`src/rtl/relu_stream_unit_if.sv`:
```
// Stream bundle for relu_stream_unit: the input beat channel with its
// per-beat controls, and the output beat channel.
//
// Handshake: a beat moves across a channel on a rising clock edge where valid
// and ready are both high. The producer holds valid and the payload
// steady until that edge. Ready may depend combinationally on the
// downstream ready.
interface relu_stream_unit_if #(
  parameter int LANES = 16,
  parameter int DW    = 8
);
  logic                  in_valid;
  logic                  in_ready;
  logic [LANES*DW-1:0]   in_data;
  logic [1:0]            in_mode;
  logic                  in_last;
  logic [DW-1:0]         clamp_max;
  logic                  out_valid;
  logic                  out_ready;
  logic [LANES*DW-1:0]   out_data;
  logic                  out_last;

  // Upstream/downstream environment view.
  modport master (
    output in_valid, in_data, in_mode, in_last, clamp_max, out_ready,
    input  in_ready, out_valid, out_data, out_last
  );

  // Activation stage view.
  modport slave (
    input  in_valid, in_data, in_mode, in_last, clamp_max, out_ready,
    output in_ready, out_valid, out_data, out_last
  );
endinterface

```
`src/rtl/relu_stream_unit.sv`:
```
// relu_stream_unit: two-stage streaming activation (pass / ReLU / clamp /
// leaky ReLU) over LANES signed DW-bit lanes, with full back-pressure.
// S1 holds the raw beat and its controls; the activation is evaluated from S1
// and lands in S2, which drives the outputs directly.
// Optional macro RELU_STREAM_STATS_EN adds out_zero_cnt and out_sat, aligned
// with out_data.
module relu_stream_unit #(
  parameter int LANES      = 16,
  parameter int DW         = 8,
  parameter int LEAK_SHIFT = 3
) (
  input  logic                         clk,
  input  logic                         rst,
  relu_stream_unit_if.slave            bus,
`ifdef RELU_STREAM_STATS_EN
  output logic [$clog2(LANES+1)-1:0]   out_zero_cnt,
  output logic                         out_sat,
`endif
  output logic                         busy
);

  localparam int W = LANES * DW;

  typedef enum logic [1:0] {
    MODE_PASS  = 2'b00,
    MODE_RELU  = 2'b01,
    MODE_CLAMP = 2'b10,
    MODE_LEAKY = 2'b11
  } mode_e;

  // Stage 1: raw beat plus its per-beat controls.
  logic                 s1_v;
  logic [W-1:0]         s1_data;
  mode_e                s1_mode;
  logic signed [DW-1:0] s1_clamp;
  logic                 s1_last;

  // Stage 2: activated beat.
  logic                 s2_v;
  logic [W-1:0]         s2_data;
  logic                 s2_last;

  logic s1_take;
  logic s2_take;

  // Per-lane working values for the activation evaluated from S1.
  logic signed [DW-1:0] lane_x;
  logic signed [DW-1:0] lane_relu;
  logic signed [DW-1:0] lane_leaky;
  logic signed [DW-1:0] lane_y;
  logic                 lane_over;
  logic                 clamp_pos;
  logic [W-1:0]         act_data;

`ifdef RELU_STREAM_STATS_EN
  localparam int CW = $clog2(LANES+1);
  logic [CW-1:0] act_zero;
  logic          act_sat;
  logic [CW-1:0] s2_zero;
  logic          s2_sat;
`endif

  // A stage accepts when it is empty or its contents leave this cycle.
  assign s2_take      = !s2_v || bus.out_ready;
  assign s1_take      = !s1_v || s2_take;
  assign bus.in_ready = s1_take;

  assign bus.out_valid = s2_v;
  assign bus.out_data  = s2_data;
  assign bus.out_last  = s2_last;
  assign busy          = s1_v | s2_v;

`ifdef RELU_STREAM_STATS_EN
  assign out_zero_cnt = s2_zero;
  assign out_sat      = s2_sat;
`endif

  // Only a strictly positive clamp bound lets any value through.
  assign clamp_pos = !s1_clamp[DW-1] && (s1_clamp != {DW{1'b0}});

  // Lane-wise activation of the S1 beat, selected by that beat's own mode.
  always_comb begin
    act_data   = '0;
    lane_x     = '0;
    lane_relu  = '0;
    lane_leaky = '0;
    lane_y     = '0;
    lane_over  = 1'b0;
`ifdef RELU_STREAM_STATS_EN
    act_zero   = '0;
    act_sat    = 1'b0;
`endif
    for (int i = 0; i < LANES; i++) begin
      lane_x     = s1_data[(LANES-i)*DW-1 -: DW];
      lane_relu  = lane_x[DW-1] ? '0 : lane_x;
      lane_leaky = lane_x[DW-1] ? (lane_x >>> LEAK_SHIFT) : lane_x;
      lane_over  = lane_relu > s1_clamp;
      case (s1_mode)
        MODE_PASS:  lane_y = lane_x;
        MODE_RELU:  lane_y = lane_relu;
        MODE_CLAMP: lane_y = !clamp_pos ? '0 : (lane_over ? s1_clamp : lane_relu);
        default:    lane_y = lane_leaky;
      endcase
      act_data[(LANES-i)*DW-1 -: DW] = lane_y;
`ifdef RELU_STREAM_STATS_EN
      if (lane_y == '0) act_zero = act_zero + CW'(1);
      if ((s1_mode == MODE_CLAMP) && (lane_y != lane_relu)) act_sat = 1'b1;
`endif
    end
  end

  // S1 register: capture the accepted beat; hold when blocked.
  always_ff @(posedge clk or posedge rst) begin
    if (rst) begin
      s1_v     <= 1'b0;
      s1_data  <= '0;
      s1_mode  <= MODE_PASS;
      s1_clamp <= '0;
      s1_last  <= 1'b0;
    end else if (s1_take) begin
      s1_v <= bus.in_valid;
      if (bus.in_valid) begin
        s1_data  <= bus.in_data;
        s1_mode  <= mode_e'(bus.in_mode);
        s1_clamp <= bus.clamp_max;
        s1_last  <= bus.in_last;
      end
    end
  end

  // S2 register: capture the activated beat; hold while stalled.
  always_ff @(posedge clk or posedge rst) begin
    if (rst) begin
      s2_v    <= 1'b0;
      s2_data <= '0;
      s2_last <= 1'b0;
`ifdef RELU_STREAM_STATS_EN
      s2_zero <= '0;
      s2_sat  <= 1'b0;
`endif
    end else if (s2_take) begin
      s2_v <= s1_v;
      if (s1_v) begin
        s2_data <= act_data;
        s2_last <= s1_last;
`ifdef RELU_STREAM_STATS_EN
        s2_zero <= act_zero;
        s2_sat  <= act_sat;
`endif
      end
    end
  end

endmodule

```
`src/flat_wrapper.sv`:
```
// flat-port wrapper written by rule: the top's interface ports become plain ports
module relu_stream_unit_flat 
#(
  parameter int LANES      = 16,
  parameter int DW         = 8,
  parameter int LEAK_SHIFT = 3
)
  (clk, rst, busy, bus_in_valid, bus_in_data, bus_in_mode, bus_in_last, bus_clamp_max, bus_out_ready, bus_in_ready, bus_out_valid, bus_out_data, bus_out_last);
  relu_stream_unit_if #(.LANES(LANES), .DW(DW)) bus_i ();
  input  logic clk;
  input  logic rst;
  output logic busy;
  input wire logic [$bits(bus_i.in_valid)-1:0] bus_in_valid;
  input wire logic [$bits(bus_i.in_data)-1:0] bus_in_data;
  input wire logic [$bits(bus_i.in_mode)-1:0] bus_in_mode;
  input wire logic [$bits(bus_i.in_last)-1:0] bus_in_last;
  input wire logic [$bits(bus_i.clamp_max)-1:0] bus_clamp_max;
  input wire logic [$bits(bus_i.out_ready)-1:0] bus_out_ready;
  output wire logic [$bits(bus_i.in_ready)-1:0] bus_in_ready;
  output wire logic [$bits(bus_i.out_valid)-1:0] bus_out_valid;
  output wire logic [$bits(bus_i.out_data)-1:0] bus_out_data;
  output wire logic [$bits(bus_i.out_last)-1:0] bus_out_last;
  assign bus_i.in_valid = bus_in_valid;
  assign bus_i.in_data = bus_in_data;
  assign bus_i.in_mode = bus_in_mode;
  assign bus_i.in_last = bus_in_last;
  assign bus_i.clamp_max = bus_clamp_max;
  assign bus_i.out_ready = bus_out_ready;
  assign bus_in_ready = bus_i.in_ready;
  assign bus_out_valid = bus_i.out_valid;
  assign bus_out_data = bus_i.out_data;
  assign bus_out_last = bus_i.out_last;
  relu_stream_unit #(.LANES(LANES), .DW(DW), .LEAK_SHIFT(LEAK_SHIFT)) u_core (.clk(clk), .rst(rst), .bus(bus_i), .busy(busy));
endmodule
```
`config.mk`:
```
export PLATFORM = sky130hd
export DESIGN_NAME = relu_stream_unit_flat
export DESIGN_NICKNAME = d
export VERILOG_FILES = /design/src/rtl/relu_stream_unit_if.sv /design/src/rtl/relu_stream_unit.sv /design/src/flat_wrapper.sv
export SDC_FILE = /design/constraint.sdc
export NUM_CORES = 1
export LEC_CHECK = 0
export ABC_AREA = 1
export BUFFER_PORTS_ARGS = -buffer_cell sky130_fd_sc_hd__buf_2
export CAP_MARGIN = 20
export CORE_ASPECT_RATIO = 1.75
export CORE_MARGIN = 10
export CORE_UTILIZATION = 30
export CTS_CLUSTER_SIZE = 30
export DETAILED_ROUTE_END_ITERATION = 10
export PLACE_DENSITY = 0.59
export SYNTH_ARGS = -nofsm -noshare
export SYNTH_HDL_FRONTEND = slang
export SYNTH_SLANG_ARGS = --single-unit
```
`constraint.sdc`:
```
create_clock -name clk -period 23.6 [get_ports clk]
set_input_delay 2.36 -clock clk [delete_from_list [all_inputs] [get_ports clk]]
set_output_delay 2.36 -clock clk [all_outputs]
set_load 0.05 [all_outputs]
```
==> reports/qor.yml <==
global_routing:
  vias_in_the_first_global_route: 17210
  grtUsageTotal_pct: 18.46
  number_of_antenna_violations_at_the_first_check_in_global_routing: 4
  pin_count_of_the_biggest_net_entering_global_routing: 95
  grt_remaining_overflow: 0
  grt_pass1_wl_um: 100400
floorplan:
  design.die.area_mm2: 0.06898
  start_util_pct: 30.21
  die_x_um: 202.9
  num_io_pins: 275
  die_height_um: 340.0
  core_mm2: 0.05812
  row_count: 117
clock_network:
  cts_setup_buffers: 0
  clkSlewWorstSetupHoldPaths_ps: 60
  tritoncts_num_sinks: 270
  clock_path_buffers: 3
  clk-insertion-delay-late_ps: 610
  cts_resized: 0
  h-tree-depth: 1
  cts_hold_repair.buffers: 0
  root_buffer: "sky130_fd_sc_hd__clkbuf_16"
  cts-buffers-inserted: 31
  cts_tree: "done"
place:
  dpl.hpwl_um: 44840
  portBuffers: 274
  numPlacedInstances: 3418
  placed_cell_area_mm2: 0.01958
  finalWeightedCongestion: 0.8308
pwr:
  leakagePower_nw: 10.45
  max-vdd-ir-drop_mv: 0.06437
  pwr_cell_area_mw_per_mm2: 105.4
worst_setup_path:
  setup_slack_of_the_worst_register_to_register_path_ps: 20730
  crit_required_ps: 21240
  cp-start-kind: "input pin"
  timing.critical_path.fanout_max: 3
  end_kind: "output pin"
  worst_ep_arrival_time_ps: 2920
  worst-setup-path-type: "in -> out"
synth:
  synth.area.top_cells: "sky130_fd_sc_hd__dfrtp_1, sky130_fd_sc_hd__a21oi_1, sky130_fd_sc_hd__nand2_1"
  synth_largest_type_area_fraction_pct: 38.48
  ys_async_sr_fraction_pct: 100.0
  ys_seq_area_share_pct: 38.48
  postSynth.topFlopCell: "sky130_fd_sc_hd__dfrtp_1"
  edff_count_synth: 0
  synth_common_cells: "sky130_fd_sc_hd__nand2_1, sky130_fd_sc_hd__nor2_1, sky130_fd_sc_hd__a21oi_1, sky130_fd_sc_hd__inv_1, sky130_fd_sc_hd__dfrtp_1"
  syn_avg_cell_area_um2: 7.143
  number_of_flip_flops_and_latches_in_the_synthesized_netlist: 270
  syn-cell-area_mm2: 0.01756
  netlist.top_cell.by_area: "sky130_fd_sc_hd__dfrtp_1"
  ys_warn_count: 0
  synth.net_count: 2713
  synthesis.instances: 2458
  yosysUniqueCellTypes: 31
  post-synth-top-count-cell: "sky130_fd_sc_hd__nand2_1"
final_layout:
  final_cell_count_no_fill: 3474
  final_cell_area_mm2: 0.02056
  n_antenna_cell: 0
  layout.nets: 2933
  drive_gt1_share_pct: 16.03
  flow.area_growth_from_synthesis_pct: 17.08
  utilization_pct: 35.37
timing:
  worstMarginPinSlew_ps: 1085
  worst_slew_margin_rel_pct: 27.69
  final_max_slew_viol_count: 0
  final_min_period_over_clock_period_pct: 22.38
  finalSetupTns_ps: 0
  rsz0062_at_grt: "false"
  finClkSkew_ps: 25.52
  timing_hold_violations_final: 0
  clock_period_minus_worst_slack_ps: 5282
  setup-violations-final: 0
  clock.fmax_mhz: 189.3
hold_path:
  hold_class: "reg -> reg"
run_status:
  run_status: "complete, no violations"
routing:
  firstDrtPassIters: 5
  num_vias: 16950
  post_drt_wl_per_cell_um: 18.76
  finalWirelength_um: 65170
  vias_per_cell: 4.879
  post_route_drc: 0
  dr.first_iter.drc_count: 715
  antenna_left: 0
job:
  cap_viol_max_count: 0
-- logic make-up (layout without fill, tap and decap cells) --
logic type,count (synthesis),count (layout),synth area share [%]
flops,270,270,38.48
buf+inv,407,650,9.357
fa+ha+maj,112,112,7.982
compound gates,396,396,11.37
simple gates,1269,1269,32.55
mux,4,4,0.2565
-- placed cells by master, fill, tap and decap left out, types with 16 or more instances in the layout --
master                      count
sky130_fd_sc_hd__buf_2        274
sky130_fd_sc_hd__ha_1         112
sky130_fd_sc_hd__buf_4         22
sky130_fd_sc_hd__nand3_1      242
sky130_fd_sc_hd__nand2_2       16
sky130_fd_sc_hd__nand2_4       23
sky130_fd_sc_hd__nor2_1       432
sky130_fd_sc_hd__nand2_1      451
sky130_fd_sc_hd__clkbuf_16     31
sky130_fd_sc_hd__inv_1        287
sky130_fd_sc_hd__a21oi_1      391
sky130_fd_sc_hd__dfrtp_1      268
sky130_fd_sc_hd__nor3_1        62
-- area by class of cell --
type	instances	area, um^2
Inverter	298	1134
Sequential cell	270	6759
Fill cell	6321	37560
Timing Repair Buffer	296	1536
Clock inverter	8	52.55
Clock buffer	48	919.6
Tap cell	773	967.2
Multi-Input combinational cell	1781	9188
-- path summary, 6_finish.rpt --
kind                       cells after the start                       end                      from
setup / recovery                               4              bus_in_ready             bus_out_ready
hold / removal                                 2  u_core.bus.out_data[103]  u_core.bus.out_data[103]
setup reg to reg                               6   u_core.bus.out_data[79]      u_core.bus.out_valid
hold reg to reg                                2  u_core.bus.out_data[103]  u_core.bus.out_data[103]
max in group asynchronous                      3         u_core.s1_data[4]                       rst
min in group asynchronous                      2        u_core.s1_data[82]                       rst
-- state kept, by name, summed over array words and instances (netlist names) --
| register | cells |
|---|---|
| u_core.s1_v | 1 |
| u_core.bus.out_last | 1 |
| u_core.bus.out_data | 128 |
| u_core.s1_data | 128 |
| u_core.bus.out_valid | 1 |
| u_core.s1_clamp | 8 |
| u_core.s1_mode | 2 |
| u_core.s1_last | 1 |
-- report_power, final --
| part | internal, mW | leakage (nW) | switching [mW] |
|---|---|---|---|
| Sequential | 0.584 | 3.05 | 0.0903 |
| Clock | 0.266 | 0.475 | 0.209 |
| Combinational | 0.248 | 6.92 | 0.769 |
-- routing by layer --
| layer | share of wire (%) | vias to the layer above | wire (um) | track usage [%] |
|---|---|---|---|---|
| met4 | 3.7 | 6 | 2384 | 7.532 |
| met2 | 50 | 425 | 32770 | 32.79 |
| met5 | 0.060 | - | 39 | 0 |
| met3 | 5.2 | 116 | 3369 | 3.187 |
| li1 | - | 8379 | - | - |
| met1 | 41 | 8024 | 26610 | 21.43 |
-- per-stage QoR --
stage	power, mW	hold WS [ps]	worst slack (ps)
finish	2.166	477.2	18320
global route	2.316	506.7	18270
CTS	2.204	484.5	18310
detailed placement	1.711	467.2	18310
global placement	1.702	460.7	18310
floorplan	1.405	478.1	13800
-- critical path: stages --
cell	delay (ps)
sky130_fd_sc_hd__buf_2	100
sky130_fd_sc_hd__inv_1	60
sky130_fd_sc_hd__nand3_1	150
sky130_fd_sc_hd__buf_2	260
No activity file was read; power rests on OpenSTA's default activity.
